--- src/rtl/goldschmidt_pkg.sv ---
// Shared types and fixed-point helpers for the Goldschmidt divider.
// Helpers work on a wide container and are narrowed by the caller to its own WIDTH.
package goldschmidt_pkg;

  typedef enum logic [1:0] {IDLE, MUL_D, MUL_N, DONE} gs_state_t;

  localparam int MAX_WIDTH = 64;

  // Fixed-point 1.0 in Q1.(width-1), i.e. 2^(width-1).
  function automatic logic [MAX_WIDTH-1:0] one_of(input int width);
    return 64'd1 << (width - 1);
  endfunction

  // 2 - x in Q1.(width-1): two's complement of x modulo 2^width.
  function automatic logic [MAX_WIDTH-1:0] two_minus(input logic [MAX_WIDTH-1:0] x,
                                                     input int width);
    logic [MAX_WIDTH-1:0] mask;
    mask = (one_of(width) << 1) - 64'd1;
    return (~x + 64'd1) & mask;
  endfunction

endpackage

--- src/rtl/goldschmidt_div_fxp_mul.sv ---
// Combinational Q1.(WIDTH-1) multiplier: full product, optional half-up rounding,
// rescale by 2^(WIDTH-1) and saturate to all ones on overflow.
module fxp_mul
  import goldschmidt_pkg::*;
#(
  parameter int WIDTH = 16,
  parameter int ROUND = 0
) (
  input  logic [WIDTH-1:0] a,
  input  logic [WIDTH-1:0] b,
  output logic [WIDTH-1:0] p
);

  localparam logic [2*WIDTH-1:0] RND = (ROUND != 0) ? (2*WIDTH)'(one_of(WIDTH - 1)) : '0;

  logic [2*WIDTH-1:0] prod;
  logic [WIDTH:0]     shifted;
  logic               unused_low;

  // The sum cannot wrap: (2^W-1)^2 + 2^(W-2) < 2^(2W).
  assign prod       = ({{WIDTH{1'b0}}, a} * {{WIDTH{1'b0}}, b}) + RND;
  assign shifted    = prod[2*WIDTH-1:WIDTH-1];
  assign unused_low = ^prod[WIDTH-2:0];
  assign p          = shifted[WIDTH] ? '1 : shifted[WIDTH-1:0];

endmodule

--- src/rtl/goldschmidt_div.sv ---
// Self-sequencing Goldschmidt divider: one shared multiplier alternates between
// the denominator and numerator passes, with valid/ready on both sides.
module goldschmidt_div
  import goldschmidt_pkg::*;
#(
  parameter int WIDTH = 16,
  parameter int ITER  = 4,
  parameter int ROUND = 0
) (
  input  logic             clk,
  input  logic             reset,
  input  logic             in_valid,
  output logic             in_ready,
  input  logic [WIDTH-1:0] n_i,
  input  logic [WIDTH-1:0] d_i,
  input  logic [WIDTH-1:0] ia_i,
  output logic             out_valid,
  input  logic             out_ready,
  output logic [WIDTH-1:0] q_o,
  output logic             err_o
);

  localparam int CW = $clog2(ITER + 1);
  localparam logic [CW-1:0] LAST = CW'(ITER);

  gs_state_t        state_reg, state_next;
  logic [WIDTH-1:0] n_reg, d_reg, k_reg, q_reg;
  logic [CW-1:0]    cnt_reg;
  logic             err_reg;
  logic [WIDTH-1:0] mul_a, mul_p;
  logic             ops_bad;

  // A denominator below 1.0 or a zero seed would never converge.
  assign ops_bad = !d_i[WIDTH-1] || (ia_i == '0);
  assign mul_a   = (state_reg == MUL_D) ? d_reg : n_reg;

  fxp_mul #(.WIDTH(WIDTH), .ROUND(ROUND)) u_mul (
    .a (mul_a),
    .b (k_reg),
    .p (mul_p)
  );

  always_comb begin
    state_next = state_reg;
    in_ready   = 1'b0;
    out_valid  = 1'b0;
    case (state_reg)
      IDLE: begin
        in_ready = 1'b1;
        if (in_valid) state_next = ops_bad ? DONE : MUL_D;
      end
      MUL_D: state_next = MUL_N;
      MUL_N: state_next = (cnt_reg == LAST) ? DONE : MUL_D;
      DONE: begin
        out_valid = 1'b1;
        if (out_ready) state_next = IDLE;
      end
      default: state_next = IDLE;
    endcase
  end

  always_ff @(posedge clk) begin
    if (reset) begin
      state_reg <= IDLE;
      n_reg     <= '0;
      d_reg     <= '0;
      k_reg     <= '0;
      q_reg     <= '0;
      cnt_reg   <= '0;
      err_reg   <= 1'b0;
    end else begin
      state_reg <= state_next;
      case (state_reg)
        IDLE: if (in_valid) begin
          n_reg   <= n_i;
          d_reg   <= d_i;
          k_reg   <= ia_i;
          cnt_reg <= '0;
          if (ops_bad) begin
            q_reg   <= '1;
            err_reg <= 1'b1;
          end
        end
        MUL_D: d_reg <= mul_p;
        MUL_N: begin
          // d_reg already holds this iteration's D, so K = 2 - D_new.
          n_reg <= mul_p;
          k_reg <= WIDTH'(two_minus(MAX_WIDTH'(d_reg), WIDTH));
          if (cnt_reg == LAST) q_reg <= mul_p;
          else                 cnt_reg <= cnt_reg + CW'(1);
        end
        DONE: if (out_ready) err_reg <= 1'b0;
        default: ;
      endcase
    end
  end

  assign q_o   = q_reg;
  assign err_o = err_reg;

endmodule

--- config.mk ---
export PLATFORM = sky130hd
export DESIGN_NAME = goldschmidt_div
export DESIGN_NICKNAME = d
export VERILOG_FILES = /design/src/rtl/goldschmidt_pkg.sv /design/src/rtl/goldschmidt_div_fxp_mul.sv /design/src/rtl/goldschmidt_div.sv
export SDC_FILE = /design/constraint.sdc
export NUM_CORES = 1
export LEC_CHECK = 0
export ABC_AREA = 1
export CORE_ASPECT_RATIO = 1.25
export CORE_MARGIN = 3
export CORE_UTILIZATION = 45
export CTS_CLUSTER_DIAMETER = 100
export DETAILED_ROUTE_END_ITERATION = 10
export PLACE_DENSITY_LB_ADDON = 0.2
export SYNTH_ARGS = -nofsm -noshare
export SYNTH_HDL_FRONTEND = slang
export SYNTH_SLANG_ARGS = --single-unit
export TNS_END_PERCENT = 100
--- constraint.sdc ---
create_clock -name clk -period 6.8 [get_ports clk]
set_input_delay 1.02 -clock clk [delete_from_list [all_inputs] [get_ports clk]]
set_output_delay 1.02 -clock clk [all_outputs]
set_load 0.1 [all_outputs]
==> results of run 1 <==
==> metrics by stage <==
step           area [um2]  cells  util, %  TNS [ns]
4_1_cts             13800   2080     52.5         0
3_5_place_dp        13500   2062     51.3    -0.396
2_1_floorplan       12100   1644        -         0
5_1_grt             14200   2094     54.1    -0.366
3_3_place_gp        13500   2062     51.3    -0.239
6_report            14200   2094     54.1         0
==> synth_stat cells, types with 10 or more instances <==
cell type,number
nand2_2,17
nand2_1,304
clkbuf_1,35
nor3_1,13
o21ai_0,72
dfxtp_1,70
clkinv_1,10
xor2_1,20
inv_1,330
ha_1,104
nand3_1,35
fa_1,193
nor2_1,233
or2_2,15
o21ai_1,18
a21oi_1,89
==> cell type report <==
class / instances / area [um2] / area share [%]
tap: 340 / 425 / 2.99
clock buffer: 13 / 250 / 1.76
multi-input combinational: 1179 / 9470 / 66.6
sequential: 70 / 1400 / 9.87
inverter: 343 / 1310 / 9.22
timing repair buffer: 144 / 1320 / 9.29
clock inverter: 3 / 20.0 / 0.141
timing repair inverter: 2 / 15.0 / 0.106
==> kinds of logic after synthesis <==
kind of cell / after synthesis
flip-flops: 70
adder cells (fa/ha/maj): 297
AO/OA/AOI/OAI: 214
buffers and inverters: 397
XOR/XNOR: 25
AND/OR/NAND/NOR: 641
==> layer usage <==
| layer | up-vias | GRT usage, % | share of wire, % |
|---|---|---|---|
| li1 | 5182 | - | - |
| met5 | - | 0 | 0 |
| met4 | 0 | 11.1 | 4.7 |
| met2 | 380 | 48.3 | 52 |
| met1 | 5355 | 31.3 | 39 |
| met3 | 78 | 2.31 | 4.7 |
==> how the worst max path moves through the flow <==
stage                                    startpoint                      to  slack, ns  depth (start not counted)
after global routing      state_reg[1]$_SDFFE_PP0P_     q_o[5]$_SDFFE_PP0P_      -0.07                         30
after CTS                 state_reg[1]$_SDFFE_PP0P_     q_o[0]$_SDFFE_PP0P_      0.003                         31
after detailed placement  state_reg[0]$_SDFFE_PP0P_  d_reg[11]$_SDFFE_PP0P_      -0.13                         31
after floorplan           state_reg[1]$_SDFFE_PP0P_     q_o[6]$_SDFFE_PP0P_       0.22                         33
final                     state_reg[1]$_SDFFE_PP0P_     q_o[5]$_SDFFE_PP0P_       0.20                         28
after global placement    state_reg[0]$_SDFFE_PP0P_  d_reg[11]$_SDFFE_PP0P_      -0.12                         31
==> power breakdown <==
| part | leakage, nW | internal, mW | switching [mW] |
|---|---|---|---|
| Sequential | 0.578 | 0.496 | 0.101 |
| Clock | 0.126 | 0.257 | 0.181 |
| Combinational | 6.36 | 1.63 | 2.73 |
| Total | 7.07 | 2.38 | 3.01 |
==> timing repair <==
action,in CTS,in global routing
hold endpoints to repair,0,0
cloned,1,4
pin swaps,0,10
gates resized for setup,6,87
setup buffers,1,10
setup endpoints to repair,31,48
==> worst min-delay path: stages, from the launching register on <==
cell	delay (ns)
dfxtp_1	0.31
nand2_1	0.06
a21oi_1	0.05
==> flow_metrics.py, run 1 <==
metrics = {
    "timing": {
        "finClkSkew_ns": 0.00731,
        "slew_viol_final": 0,
        "final-setup-viol-count": 0,
        "finalWorstSetupSlack_ns": 0.201,
        "fmax_mhz": 152,
        "fin_crit_ns": 6.60,
        "post-route-period-util_pct": 97.0,
        "hold_viol": 0,
        "whs_ns": 0.462,
        "relSlewSlack_pct": 32.2,
        "worst_pin_slew_ns": 1.01,
    },
    "synth": {
        "synthCells": 1644,
        "syn_area_um2": 12100,
        "synth-seq-cells": 70,
        "synth-main-ff-cell": "dfxtp_1",
        "synth_edf_count": 0,
        "synth-simple-area-share_pct": 21.7,
        "synthArstFlopShare_pct": 0,
        "synth_top_area_share_pct": 31.9,
        "avgSynthCellArea_um2": 7.36,
        "yosys.area.top_type": "fa_1",
        "ys.warnings.count": 0,
        "synth_top_family_by_area": "adder cells",
        "synth_compound_gate_area_share_pct": 9.55,
        "synthMuxAreaShare_pct": 0,
        "ys_top_cells_by_area": "fa_1 32%, dfxtp_1 12%, ha_1 11%, inv_1 10%, nand2_1 9.4%",
        "synth-xor-area-share_pct": 1.81,
        "ys_seq_area_share_pct": 11.6,
        "synthAdderAreaFrac_pct": 42.7,
        "synth_fp_nets": 1993,
        "synthDistinctLibCells": 44,
    },
    "pwr": {
        "leakage_nw": 7.07,
        "ir_worst_vdd_mv": 0.256,
        "p_per_area_nw_per_um2": 379,
        "power.total_mw": 5.39,
    },
    "placed_design": {
        "io_buffer_count": 70,
        "dp_hpwl_um": 31800,
        "dp_slack_ns": -0.126,
        "place_congestion": 0.948,
    },
    "final_layout": {
        "layout_commonest_cell": "inv_1",
        "final_cell_mix": "325 x inv_1, 299 x nand2_1, 226 x nor2_1",
        "fill_cells": 2583,
        "n_antenna_cell": 0,
        "final_nets": 2098,
        "drive_gt1_share_pct": 11.5,
        "syn2layout_area_growth_pct": 17.5,
    },
    "setup_path": {
        "crit_fanout": 13,
        "timing.rr.end": "q_o[5]$_SDFFE_PP0P_",
        "reg2reg_slack_ns": 0.20,
        "critical_path_class": "reg2reg",
        "cp_slowest_cell": "fa_1",
        "critPathRequiredTime_ns": 7.02,
        "critPathLaunchType": "flop",
        "cp.arrival_ns": 6.82,
        "worst-path-buf-inv": 9,
        "crit_family": "adder cells",
        "crit_path_end_kind": "flop",
        "crit-reg2reg-launch": "state_reg[1]$_SDFFE_PP0P_",
        "crit_top_cell": "fa_1",
        "crit_path_max_incr_delay_ns": 0.53,
        "r2r_cells": 28,
    },
    "clocking": {
        "hold_buffers": 0,
        "path_clk_slew_ns": 0.06,
        "clockBufferDepth": 2,
        "htree_levels": 3,
        "clk_latency_ns": 0.33,
        "ctsRootBufferMaster": "clkbuf_16",
        "cts_buffers": 9,
        "clkSinkCount": 70,
        "cts_tree": "built",
    },
    "global_routing": {
        "grt_max_degree": 61,
        "grt_pass1_vias": 11400,
        "grt_usage_pct": 26.2,
        "grt_pass1_wl_um": 60000,
        "antenna_found_initial": 0,
        "grt_overflow": 0,
    },
    "floorplanning": {
        "die_area_um2": 28900,
        "ioPinCount": 71,
        "die_w_um": 153,
        "initial_utilization_pct": 46.1,
        "die_h_um": 189,
        "num_rows": 66,
        "core_area_um2": 26300,
    },
    "outcome": {
        "status": "completed",
    },
    "min_path": {
        "holdCritPathClass": "reg2reg",
        "hold_end": "n_reg[11]$_SDFFE_PP0P_",
        "whs_path_depth": 2,
        "holdCritStartpoint": "n_reg[11]$_SDFFE_PP0P_",
    },
    "route": {
        "drc": 0,
        "dr.pass1.iters": 5,
        "vias_per_cell": 5.25,
        "dr_total_vias": 11000,
        "drt-total-wl_um": 38200,
        "antenna_left": 0,
        "wl_per_cell_um": 18.2,
        "drt_iter0_drc": 523,
    },
    "job": {
        "drv_cap": 0,
    },
}
No activity file was read; power rests on OpenSTA's default activity.
==> inputs of run 2 (changes only) <==
Settings changed: TNS_END_PERCENT 100 to default.
==> results of run 2 <==
No change in the layout: final DEF, timing and power equal those of run 1.
==> inputs of run 3 (changes only) <==
Settings changed: CORE_MARGIN 3 to 5.
Clock period 6.8 ns to 8.35 ns, I/O delays scaled along.
==> run 3 against run 2 <==
Combinational power is 29% lower. Wire length is 1.2% higher. Sequential power is 15% lower. Clock power is 2% lower. Setup slack better by 0.40 ns. Flip-flop and latch count stayed put. Global-route usage is 0.49 points lower. Sequential share of layout area is 0.58 points higher. Critical path type unchanged.
==> flow_metrics.py, run 3 (same netlist as run 1, synthesis figures left out) <==
metrics = {
    "floorplanning": {
        "die_w_um": 157,
        "num_rows": 67,
        "core_area_um2": 26700,
        "die_area_um2": 30300,
        "initial_utilization_pct": 45.4,
        "die_h_um": 193,
        "ioPinCount": 71,
    },
    "setup_path": {
        "crit_fanout": 30,
        "crit_path_max_incr_delay_ns": 0.60,
        "critPathRequiredTime_ns": 8.59,
        "critical_path_class": "reg2reg",
        "cp_slowest_cell": "o21ai_1",
        "crit_top_cell": "fa_1",
        "critPathLaunchType": "flop",
        "crit_family": "adder cells",
        "cp.arrival_ns": 7.99,
        "crit_path_end_kind": "flop",
        "worst-path-buf-inv": 8,
    },
    "final_layout": {
        "layout_commonest_cell": "inv_1",
        "drive_gt1_share_pct": 5.15,
        "fill_cells": 2713,
        "finalNonFillerCells": 2033,
        "syn2layout_area_growth_pct": 10.9,
        "final_nets": 2032,
        "n_antenna_cell": 0,
        "final_cell_mix": "328 x inv_1, 304 x nand2_1, 233 x nor2_1",
    },
    "route": {
        "dr.pass1.iters": 5,
        "wl_per_cell_um": 19.0,
        "drt_iter0_drc": 561,
        "dr_total_vias": 10900,
        "drt-total-wl_um": 38600,
        "antenna_left": 0,
        "drc": 0,
        "vias_per_cell": 5.38,
    },
    "global_routing": {
        "grt_max_degree": 61,
        "grt_usage_pct": 25.7,
        "grt_pass1_wl_um": 61100,
        "antenna_found_initial": 0,
        "grt_overflow": 0,
        "grt_pass1_vias": 11200,
    },
    "clocking": {
        "clkSinkCount": 70,
        "cts_buffers": 9,
        "path_clk_slew_ns": 0.07,
        "ctsRootBufferMaster": "clkbuf_16",
        "clk_latency_ns": 0.34,
        "htree_levels": 3,
        "cts_tree": "built",
        "clockBufferDepth": 2,
    },
    "timing": {
        "finClkSkew_ns": 0.0142,
        "finalWorstSetupSlack_ns": 0.602,
        "fin_crit_ns": 7.75,
        "grt_setup_unrepaired": "no",
        "final-setup-viol-count": 0,
        "relSlewSlack_pct": 23.4,
        "slew_viol_final": 0,
        "hold_viol": 0,
        "post-route-period-util_pct": 92.8,
        "worst_pin_slew_ns": 1.14,
        "finalSetupTns_ns": 0,
        "whs_ns": 0.468,
        "fmax_mhz": 129,
    },
    "outcome": {
        "status": "completed",
    },
    "pwr": {
        "p_per_area_nw_per_um2": 301,
        "leakage_nw": 6.67,
        "ir_worst_vdd_mv": 0.181,
        "power.total_mw": 4.04,
    },
    "placed_design": {
        "dp_hpwl_um": 32300,
        "dp_cells": 2015,
        "dp_slack_ns": 0.509,
        "place_congestion": 0.925,
        "io_buffer_count": 70,
    },
    "min_path": {
        "holdCritPathClass": "reg2reg",
    },
    "job": {
        "drv_cap": 0,
    },
}
-- run 3: cell types whose count changed in the layout (fill, tap and decap cells not counted), moves of 5 or more --
cell,change
nand2_1,+5
a21oi_2,-8
buf_4,-55
o21ai_2,-9
nand2_4,-7
a21oi_1,+8
o21ai_0,+17
clkinvlp_4,-5
nor2_1,+7
nor2_2,-7
o21ai_1,-6
-- run 3: final timing paths --
kind / start / endpoint / slack (ns) / cells after the start
max: state_reg[0]$_SDFFE_PP0P_ / q_o[1]$_SDFFE_PP0P_ / 0.60 / 28
max reg2reg: state_reg[0]$_SDFFE_PP0P_ / q_o[1]$_SDFFE_PP0P_ / 0.60 / 28
min reg2reg: n_reg[0]$_SDFFE_PP0P_ / n_reg[0]$_SDFFE_PP0P_ / 0.47 / 2
min: n_reg[0]$_SDFFE_PP0P_ / n_reg[0]$_SDFFE_PP0P_ / 0.47 / 2
-- run 3: where the power goes --
part           switching (mW)  internal (mW)  leakage [nW]  total (mW)
registers               0.103          0.403         0.578       0.506
clock network           0.163          0.265         0.161       0.428
logic                    2.08           1.03          5.93        3.10
total                    2.34           1.70          6.67        4.04
-- run 3: layout make-up --
cell class / count / area [um2] / share of cell area, %
multi-input combinational: 1177 / 9170 / 68.4
sequential: 70 / 1400 / 10.4
inverter: 343 / 1290 / 9.65
timing repair buffer: 82 / 786 / 5.86
tap: 345 / 432 / 3.22
clock buffer: 9 / 225 / 1.68
clock inverter: 7 / 104 / 0.774
-- run 3: per-stage QoR --
stage | instance area (um2) | utilization, %
2_1_floorplan | 12100 | -
3_3_place_gp | 13100 | 49.0
3_5_place_dp | 13100 | 49.0
4_1_cts | 13400 | 50.2
5_1_grt | 13400 | 50.3
6_report | 13400 | 50.3
-- run 3: repair_timing --
action | 4_1_cts | 5_1_grt
endpoints found under the setup margin | 0 | 28
hold buffers | 0 | 0
setup buffers | 0 | 2
resized for setup | 0 | 4
-- run 3: worst min-delay path, delay by kind of cell (launching register included) --
family           cells  cell delay, ns
AO/OA/AOI/OAI        1            0.05
flip-flops           1            0.31
AND/OR/NAND/NOR      1            0.06
-- run 3: metal layers --
| metal | part of all wire (%) | up-vias | GRT usage, % |
|---|---|---|---|
| li1 | - | 5063 | - |
| met1 | 38 | 5350 | 30.9 |
| met2 | 52 | 408 | 45.4 |
| met3 | 4.9 | 120 | 2.46 |
| met4 | 5.4 | 0 | 12.8 |
| met5 | 0 | - | 0 |
